<file path="config.mk">
export PLATFORM = sky130hd
export DESIGN_NAME = uart_axil_bridge
export DESIGN_NICKNAME = d
export VERILOG_FILES = /design/src/rtl/uart_axil_bridge.sv
export SDC_FILE = /design/constraint.sdc
export NUM_CORES = 1
export LEC_CHECK = 0
export ABC_CLOCK_PERIOD_IN_PS = 2800
export CORE_ASPECT_RATIO = 0.8
export CORE_MARGIN = 4
export CORE_UTILIZATION = 58
export DETAILED_ROUTE_END_ITERATION = 10
export PLACE_DENSITY = 0.8
export SYNTH_ARGS = -nofsm -noshare
export SYNTH_HDL_FRONTEND = slang
export SYNTH_SLANG_ARGS = --single-unit
</file>
<file path="constraint.sdc">
create_clock -name clk -period 2.8 [get_ports clk]
set_clock_uncertainty 0.2 [all_clocks]
set_input_delay 0.28 -clock clk [delete_from_list [all_inputs] [get_ports clk]]
set_output_delay 0.28 -clock clk [all_outputs]
set_load 0.02 [all_outputs]
</file>
<file path="src/rtl/uart_axil_bridge.sv">
// AXI4-Lite master that polls an axi_uartlite slave and buffers both byte streams.
// Define UART_BRIDGE_ERR_STAT_EN to add the err_stat overrun/frame/parity counters.
module uart_axil_bridge #(
    parameter int unsigned TX_DEPTH  = 16,
    parameter int unsigned RX_DEPTH  = 16,
    parameter int unsigned POLL_GAP  = 8,
    parameter logic [3:0]  BASE_ADDR = 4'h0
) (
    input  logic        clk,
    input  logic        rst_n,
    input  logic [7:0]  tx_tdata,
    input  logic        tx_tvalid,
    output logic        tx_tready,
    output logic [7:0]  rx_tdata,
    output logic        rx_tvalid,
    input  logic        rx_tready,
    output logic [3:0]  m_axi_awaddr,
    output logic        m_axi_awvalid,
    input  logic        m_axi_awready,
    output logic [31:0] m_axi_wdata,
    output logic [3:0]  m_axi_wstrb,
    output logic        m_axi_wvalid,
    input  logic        m_axi_wready,
    input  logic [1:0]  m_axi_bresp,
    input  logic        m_axi_bvalid,
    output logic        m_axi_bready,
    output logic [3:0]  m_axi_araddr,
    output logic        m_axi_arvalid,
    input  logic        m_axi_arready,
    input  logic [31:0] m_axi_rdata,
    input  logic [1:0]  m_axi_rresp,
    input  logic        m_axi_rvalid,
    output logic        m_axi_rready,
`ifdef UART_BRIDGE_ERR_STAT_EN
    output logic [23:0] err_stat,
`endif
    output logic        busy,
    output logic        axi_err
);

    localparam int unsigned TAW = $clog2(TX_DEPTH) + 1;
    localparam int unsigned RAW = $clog2(RX_DEPTH) + 1;
    localparam logic [3:0] ADDR_RX   = BASE_ADDR + 4'h0;
    localparam logic [3:0] ADDR_TX   = BASE_ADDR + 4'h4;
    localparam logic [3:0] ADDR_STAT = BASE_ADDR + 4'h8;
    localparam logic [3:0] ADDR_CTRL = BASE_ADDR + 4'hC;
    localparam logic [15:0] GAP_M1   = 16'(POLL_GAP - 1);

    typedef enum logic [2:0] {
        S_INIT, S_IDLE, S_STAT_R, S_RX_RD, S_TX_WR, S_WAIT
    } state_t;

    state_t      state_q;
    logic        issued_q;
    logic [15:0] wait_q;
    logic        awvalid_q, wvalid_q, bready_q;
    logic        arvalid_q, rready_q;
    logic [3:0]  awaddr_q, araddr_q;
    logic [31:0] wdata_q;
    logic        busy_q, err_q;

    logic aw_hs, w_hs, b_hs, ar_hs, r_hs;

    assign aw_hs = awvalid_q && m_axi_awready;
    assign w_hs  = wvalid_q && m_axi_wready;
    assign b_hs  = bready_q && m_axi_bvalid;
    assign ar_hs = arvalid_q && m_axi_arready;
    assign r_hs  = rready_q && m_axi_rvalid;

    logic [7:0]     tx_mem [TX_DEPTH];
    logic [TAW-1:0] tx_wp_q, tx_rp_q;
    logic           tx_full, tx_empty, tx_push, tx_pop;
    logic [7:0]     tx_head;

    assign tx_empty  = tx_wp_q == tx_rp_q;
    assign tx_full   = (tx_wp_q[TAW-1] != tx_rp_q[TAW-1]) &&
                       (tx_wp_q[TAW-2:0] == tx_rp_q[TAW-2:0]);
    assign tx_pop    = (state_q == S_TX_WR) && b_hs;
    assign tx_tready = !tx_full || tx_pop;
    assign tx_push   = tx_tvalid && tx_tready;
    assign tx_head   = tx_mem[tx_rp_q[TAW-2:0]];

    always_ff @(posedge clk) begin
        if (tx_push) tx_mem[tx_wp_q[TAW-2:0]] <= tx_tdata;
    end

    always_ff @(posedge clk or negedge rst_n) begin
        if (!rst_n) begin
            tx_wp_q <= '0;
            tx_rp_q <= '0;
        end else begin
            if (tx_push) tx_wp_q <= tx_wp_q + 1'b1;
            if (tx_pop)  tx_rp_q <= tx_rp_q + 1'b1;
        end
    end

    logic [7:0]     rx_mem [RX_DEPTH];
    logic [RAW-1:0] rx_wp_q, rx_rp_q;
    logic           rx_full, rx_push, rx_pop;

    assign rx_full   = (rx_wp_q[RAW-1] != rx_rp_q[RAW-1]) &&
                       (rx_wp_q[RAW-2:0] == rx_rp_q[RAW-2:0]);
    assign rx_push   = (state_q == S_RX_RD) && r_hs;
    assign rx_tvalid = rx_wp_q != rx_rp_q;
    assign rx_pop    = rx_tvalid && rx_tready;
    assign rx_tdata  = rx_mem[rx_rp_q[RAW-2:0]];

    always_ff @(posedge clk) begin
        if (rx_push) rx_mem[rx_wp_q[RAW-2:0]] <= m_axi_rdata[7:0];
    end

    always_ff @(posedge clk or negedge rst_n) begin
        if (!rst_n) begin
            rx_wp_q <= '0;
            rx_rp_q <= '0;
        end else begin
            if (rx_push) rx_wp_q <= rx_wp_q + 1'b1;
            if (rx_pop)  rx_rp_q <= rx_rp_q + 1'b1;
        end
    end

    // Channel handshakes are retired first; the state case may then start the next one.
    always_ff @(posedge clk or negedge rst_n) begin
        if (!rst_n) begin
            state_q   <= S_INIT;
            issued_q  <= 1'b0;
            wait_q    <= '0;
            awvalid_q <= 1'b0;
            wvalid_q  <= 1'b0;
            bready_q  <= 1'b0;
            arvalid_q <= 1'b0;
            rready_q  <= 1'b0;
            awaddr_q  <= '0;
            araddr_q  <= '0;
            wdata_q   <= '0;
            busy_q    <= 1'b0;
            err_q     <= 1'b0;
        end else begin
            if (aw_hs) awvalid_q <= 1'b0;
            if (w_hs)  wvalid_q  <= 1'b0;
            if (ar_hs) begin
                arvalid_q <= 1'b0;
                rready_q  <= 1'b1;
            end
            if (r_hs) begin
                rready_q <= 1'b0;
                if (m_axi_rresp != 2'b00) err_q <= 1'b1;
            end
            if (b_hs) begin
                bready_q <= 1'b0;
                if (m_axi_bresp != 2'b00) err_q <= 1'b1;
            end
            unique case (state_q)
                S_INIT: begin
                    if (!issued_q) begin
                        issued_q  <= 1'b1;
                        busy_q    <= 1'b1;
                        awaddr_q  <= ADDR_CTRL;
                        wdata_q   <= 32'h3;
                        awvalid_q <= 1'b1;
                        wvalid_q  <= 1'b1;
                        bready_q  <= 1'b1;
                    end else if (b_hs) begin
                        issued_q <= 1'b0;
                        busy_q   <= 1'b0;
                        state_q  <= S_IDLE;
                    end
                end
                S_IDLE: begin
                    araddr_q  <= ADDR_STAT;
                    arvalid_q <= 1'b1;
                    busy_q    <= 1'b1;
                    state_q   <= S_STAT_R;
                end
                S_STAT_R: begin
                    if (r_hs) begin
                        if (m_axi_rdata[0] && !rx_full) begin
                            araddr_q  <= ADDR_RX;
                            arvalid_q <= 1'b1;
                            state_q   <= S_RX_RD;
                        end else if (!m_axi_rdata[3] && !tx_empty) begin
                            awaddr_q  <= ADDR_TX;
                            wdata_q   <= {24'h0, tx_head};
                            awvalid_q <= 1'b1;
                            wvalid_q  <= 1'b1;
                            bready_q  <= 1'b1;
                            state_q   <= S_TX_WR;
                        end else begin
                            wait_q  <= GAP_M1;
                            busy_q  <= 1'b0;
                            state_q <= S_WAIT;
                        end
                    end
                end
                S_RX_RD: begin
                    if (r_hs) begin
                        busy_q  <= 1'b0;
                        state_q <= S_IDLE;
                    end
                end
                S_TX_WR: begin
                    if (b_hs) begin
                        busy_q  <= 1'b0;
                        state_q <= S_IDLE;
                    end
                end
                S_WAIT: begin
                    if (wait_q == 16'd0) state_q <= S_IDLE;
                    else wait_q <= wait_q - 16'd1;
                end
                default: state_q <= S_INIT;
            endcase
        end
    end

`ifdef UART_BRIDGE_ERR_STAT_EN
    logic [7:0] ovr_q, frm_q, par_q;
    logic       stat_hs;

    assign stat_hs  = (state_q == S_STAT_R) && r_hs;
    assign err_stat = {par_q, frm_q, ovr_q};

    always_ff @(posedge clk or negedge rst_n) begin
        if (!rst_n) begin
            ovr_q <= '0;
            frm_q <= '0;
            par_q <= '0;
        end else if (stat_hs) begin
            if (m_axi_rdata[5] && ovr_q != 8'hFF) ovr_q <= ovr_q + 8'd1;
            if (m_axi_rdata[6] && frm_q != 8'hFF) frm_q <= frm_q + 8'd1;
            if (m_axi_rdata[7] && par_q != 8'hFF) par_q <= par_q + 8'd1;
        end
    end
`endif

    logic unused_rdata;
    assign unused_rdata = ^{m_axi_rdata[31:8], m_axi_rdata[7:4],
                            m_axi_rdata[2:1]};

    assign m_axi_awaddr  = awaddr_q;
    assign m_axi_awvalid = awvalid_q;
    assign m_axi_wdata   = wdata_q;
    assign m_axi_wstrb   = 4'hF;
    assign m_axi_wvalid  = wvalid_q;
    assign m_axi_bready  = bready_q;
    assign m_axi_araddr  = araddr_q;
    assign m_axi_arvalid = arvalid_q;
    assign m_axi_rready  = rready_q;
    assign busy          = busy_q;
    assign axi_err       = err_q;

endmodule

</file>
## Word-level counts from Yosys, hierarchy flattened

Memories as Yosys holds them, arrays and structs flattened.
Index checks and enable logic that the tools add are counted.

- RAM bits: 256
- Memories kept: 2
- Input port bits: 53
- Bits in registers: 87

Memory list:

| name | depth | bits a word | rd ports | clocked after memory_dff | wr ports | line | RTL |
|---|---|---|---|---|---|---|---|
| rx_mem | 16 | 8 | 1 | 0 | 1 | 97 | `logic [7:0] rx_mem [RX_DEPTH];` |
| tx_mem | 16 | 8 | 1 | 0 | 1 | 70 | `logic [7:0] tx_mem [TX_DEPTH];` |

- Add/subtract/negate cells: 5
- Reduce and logical (&&, ||, !) cells: 32
- Equality and inequality tests: 21
- Mux-type cells: 67

Operator list:

| kind | number |
|---|---|
| $mux 32 | 4 |
| $mux 16 | 4 |
| $pmux 32 s2 | 1 |
| $mux 1 | 37 |
| $pmux 16 s2 | 1 |
| $mux 4 | 6 |
| $add 5x1->5 const B | 4 |
| $ne 2x2->1 const B | 10 |
| $mux 3 | 6 |
| $pmux 3 s6 | 1 |
| $logic_not 16->1 | 1 |
| $pmux 4 s2 | 2 |
| $sub 16x1->16 const B | 1 |
| $reduce_and 5->1 | 3 |
| $logic_and 1x1->1 | 13 |
| $reduce_bool 2->1 | 6 |
| $eq 4x4->1 | 2 |
| $pmux 1 s2 | 4 |
| $eq 3x2->1 const B | 2 |
| $eq 3x3->1 const B | 2 |
| $eq 5x5->1 | 1 |
| $ne 5x5->1 | 1 |
| $pmux 1 s5 | 1 |
| $reduce_bool 5->1 | 1 |
| 7 further kinds | 11 |

## Longest topological paths before layout

- Depth after elaboration: 7
- Mapped depth: 7

## Worst setup path after synthesis

No wires, ideal clock.

- Path type: register -> register
- Start: reg bready_q, in the netlist m_axi_bready
- End: mem tx_mem[3][0], enable pin
- Library setup time: 0.383 ns
- Clock period less this slack: 2.558 ns
- Stages on the path, launching flop included: 7
- Data arrival time: 1.974 ns
- Slack: 0.242 ns
- Cells stage by stage: dfrtp_1 > and2_1 > nand3_1 > a31oi_1 > clkbuf_1 > nand2_1 > nor3_1

- Longest elaborated chain between the ends: 6

RTL lines:

| what | line | RTL |
|---|---|---|
| start, declared | 56 | `logic awvalid_q, wvalid_q, bready_q;` |
| start signal, assigned | 130 | `bready_q <= 1'b0;` |
| start signal, assigned | 150 | `bready_q <= 1'b0;` |
| start signal, assigned | 162 | `bready_q <= 1'b1;` |
| $logic_and 1x1->1 | 66 | `assign b_hs = bready_q && m_axi_bvalid;` |
| $logic_and 1x1->1 | 78 | `assign tx_pop = (state_q == S_TX_WR) && b_hs;` |
| $logic_or 1x1->1 | 79 | `assign tx_tready = !tx_full \|\| tx_pop;` |
| $logic_and 1x1->1 | 80 | `assign tx_push = tx_tvalid && tx_tready;` |
| $mux 1 | 84 | `if (tx_push) tx_mem[tx_wp_q[TAW-2:0]] <= tx_tdata;` |
| $mux 1 (not written as such) | 84 |  |
| end, declared | 70 |  |

Every way passes these cells.

## Worst setup path after layout

- Start: reg rx_rp_q[0]
- End: out rx_tdata[2]

- Longest elaborated chain between the ends: 1

RTL lines:

| what | line | RTL |
|---|---|---|
| start, declared | 98 | `logic [RAW-1:0] rx_wp_q, rx_rp_q;` |
| start signal, assigned | 118 | `if (rx_pop) rx_rp_q <= rx_rp_q + 1'b1;` |
| $mem_v2 16x8 | n/a |  |
| end, declared | 14 | `output logic [7:0] rx_tdata,` |

Every way passes these cells.

==> metrics.md <==
| Metric | Value |
|---|---|
| Run status | `complete, but fails checks` |
| Failing checks | `negative setup slack` |
| Total track usage | `a little under a quarter` |
| RSZ-0062 raised after global routing | `true` |
| CP max stage delay | `roughly 530 ps` |
| Flop and latch count out of synthesis | `~310` |
| WS Path Type | `reg2out` |
| CTS tree | `done` |
| Area grow syn2layout | `16.3%` |
| Critical path, cell by cell | `buf_6 -> buf_12 -> mux4_2 -> mux4_2 -> buf_6` |
| Hold Path Class | `in2reg` |
| Total CTS buffers | `30` |
| Max Cap Viol | `0` |
| Worst hold path endpoint | `m_axi_wvalid$_DFF_PN0_` |
| Async SR Flop Fraction | `between 10% and 20%` |
| Antenna violations before repair | `0` |
| CP top delay family | `multiplexers` |
| Most frequent cells in the layout | `edfxtp_1, mux4_2, dfrtp_1` |
| Nets | `920` |
| Worst slew margin | `between 40 and 50%` |
| FF/Latch Area | `around 0.009 mm2` |
| H-Tree Depth | `1` |
| RR Endpoint | `m_axi_wdata[0]$_DFFE_PN0P_` |
| Starting density of the core | `59.9%` |
| Core area | `between 0.02 and 0.025 mm2` |
| Syn Inst Count | `745` |
| Startpoint types | `flip-flop` |
| Die span in y | `142 um` |
| Via count | `approximately 7400` |
| Clock latency on the worst-skew pair | `540 ps` |
| FF-to-FF setup slack | `~200 ps` |
| DRT Wirelength | `28.6 mm` |
| M1 WL | `roughly 12 mm` |
| Site row count | `48` |
| WHS | `~120 ps` |
| Leakage | `5.34 nW` |
| Number of synthesized flops with an enable pin | `~260` |
| IO Count | `114` |
| Peak Freq | `338 MHz` |
| Ys flop type | `edfxtp_1` |
| Fin crit share | `106%` |
| Final worst slack | `-160 ps` |
| GPL Wtd Cong | `0.823` |
| Die Area | `approximately 0.025 mm2` |
| Die W | `between 150 and 200 um` |
| CP required | `2320 ps` |
| Hold depth | `2` |
| Antenna Cells | `0` |
| Ys Warns | `0` |
| Fraction of layout cells with a size suffix above 1 | `a little under a quarter` |
| Met3 wire length | `approximately 2.2 mm` |
| Multi-input gate area | `0.00362 mm2` |
| Critical Path Fanout Max | `5` |
| Core Util, Final | `69.7%` |
| Pwr dens | `942 mW/mm2` |
| Reg-to-Reg Start | `tx_rp_q[0]$_DFFE_PN0P_` |
| Drt drc | `0` |
| Routed met2 length | `roughly 14 mm` |
| VDD IR max | `roughly 0.63 mV` |
| Fillers | `around 1400` |
| Post-Place Worst Slack | `-13.9 ps` |
| Largest net degree at the start of global routing | `36` |
| Drt pass-1 iters | `7` |
| Vias in the first global route | `7435` |
| Average wire per standard cell | `24.2 um` |
| Final hold viol count | `0` |
| Initial drt markers | `825` |
| Final setup fails | `8` |
| CTS root buf | `clkbuf_16` |
| Actual slew at the worst max-slew pin | `about 840 ps` |
| R2r worst-path depth | `5` |
| Min Tclk post-route | `2960 ps` |
| Input/output buffers | `56` |
| Netlist area before placement | `0.0131 mm2` |
| Syn Area/Cell | `17.6 um2` |
| Max layer used | `met4` |
| Worst Path Buf+Inv | `3` |
| HP Start | `m_axi_wready` |
| Via density | `between 6 and 7` |
| Hpwl dp | `around 18 mm` |
| Element type at the critical path end | `output pin` |
| Most common cell after layout, fill and taps aside | `edfxtp_1` |
| GRT Residual Overflow | `0` |
| Final Slew Violations | `0` |
| Crit path max-delay cell type | `mux4_2` |
| # clock sinks | `between 300 and 400` |
| Seq/Total Area, Yosys | `a little over two thirds` |
| Maximum root-to-sink buffer count | `3` |
| Global-route wire length before repair | `about 44 mm` |
| Critical Path AT | `approximately 2500 ps` |
| Post-synthesis cell type count | `60` |
| Antenna Violating Nets Remaining | `0` |
| Clock Pin Slew Worst Setup and Hold Paths | `60 ps` |
[final cells by class]
| type | count | share of cell area [%] |
|---|---|---|
| Inverter | 17 | 0.419 |
| Clock inverter | 11 | 0.559 |
| Tap cell | 300 | 2.47 |
| Sequential cell | 314 | 60.0 |
| Clock buffer | 45 | 5.64 |
| Multi-Input combinational cell | 376 | 23.7 |
| Timing Repair Buffer | 116 | 7.14 |
[power by group]
group          leakage, nW  switching (mW)  internal, mW
logic                 1.85            2.24          2.12
clock network        0.466            1.66          2.21
registers             3.03           0.492          5.61
[registers in the layout (all words and copies together), names as in the netlist]
| signal | cells |
|---|---|
| m_axi_araddr | 1 |
| axi_err | 1 |
| tx_rp_q | 5 |
| m_axi_wdata | 8 |
| tx_mem | 128 |
| wait_q | 16 |
| state_q | 3 |
| m_axi_bready | 1 |
| busy | 1 |
| rx_wp_q | 5 |
| m_axi_wvalid | 1 |
| tx_wp_q | 5 |
| m_axi_rready | 1 |
| issued_q | 1 |
| rx_rp_q | 5 |
| rx_mem | 128 |
| m_axi_awaddr | 2 |
| m_axi_arvalid | 1 |
| m_axi_awvalid | 1 |
[layer usage]
metal  global-route usage (%)  vias up
met2                     38.1      363
met5                        0        -
li1                         -     3110
met3                     4.06       58
met1                     34.0     3821
met4                     4.14        0
[through the flow]
stage	power, mW	instances	setup TNS, ps	area, um2
floorplan	8.90	776	0	13200
global placement	10.1	1116	0	14200
detailed placement	10.3	1116	-31.5	14200
CTS	14.3	1178	-1070	15200
global route	15.0	1179	-1520	15200
finish	14.3	1179	-953	15200
[what timing repair did]
item,CTS,global route
hold endpoints to repair,32,0
setup buffers,4,1
cloned,1,0
endpoints found under the setup margin,12,12
hold buffers,1,0
gates resized for setup,44,8
[synth_stat cells (all sizes together), types with 9 or more instances]
cell | count | area [um2]
buf | 53 | 350
ha | 12 | 150
edfxtp | 256 | 7690
nand2 | 25 | 93.8
nor2 | 29 | 109
nand4 | 9 | 56.3
dfrtp | 58 | 1450
o21ai | 17 | 85.1
a21oi | 18 | 105
mux4 | 72 | 1620
clkbuf | 16 | 60.1
and3 | 20 | 125
a31oi | 12 | 81.3
xnor2 | 20 | 175
inv | 17 | 63.8
nor3 | 12 | 65.1
[worst max-delay path by stage]
| stage | startpoint | to | slack [ps] | depth (start not counted) |
|---|---|---|---|---|
| after floorplan | m_axi_bready$_DFF_PN0_ | tx_mem[3][0]$_DFFE_PP_ | 240 | 6 |
| after global placement | rx_rp_q[0]$_DFFE_PN0P_ | rx_tdata[6] | 10 | 4 |
| after detailed placement | rx_rp_q[0]$_DFFE_PN0P_ | rx_tdata[6] | -10 | 4 |
| after CTS | rx_rp_q[0]$_DFFE_PN0P_ | rx_tdata[2] | -170 | 5 |
| after global routing | rx_rp_q[0]$_DFFE_PN0P_ | rx_tdata[6] | -220 | 5 |
| final | rx_rp_q[0]$_DFFE_PN0P_ | rx_tdata[2] | -160 | 5 |
[cells by family after synthesis]
family / Yosys count / share of synthesized area [%]
AO/OA/AOI/OAI: 97 / 5.36
XOR/XNOR: 27 / 1.81
adder cells (fa/ha/maj): 12 / 1.15
buffers and inverters: 86 / 3.62
flip-flops: 314 / 69.8
multiplexers: 80 / 13.0
other: 2 / 0.0573
AND/OR/NAND/NOR: 127 / 5.19
Power figures use the tool's default switching activity.
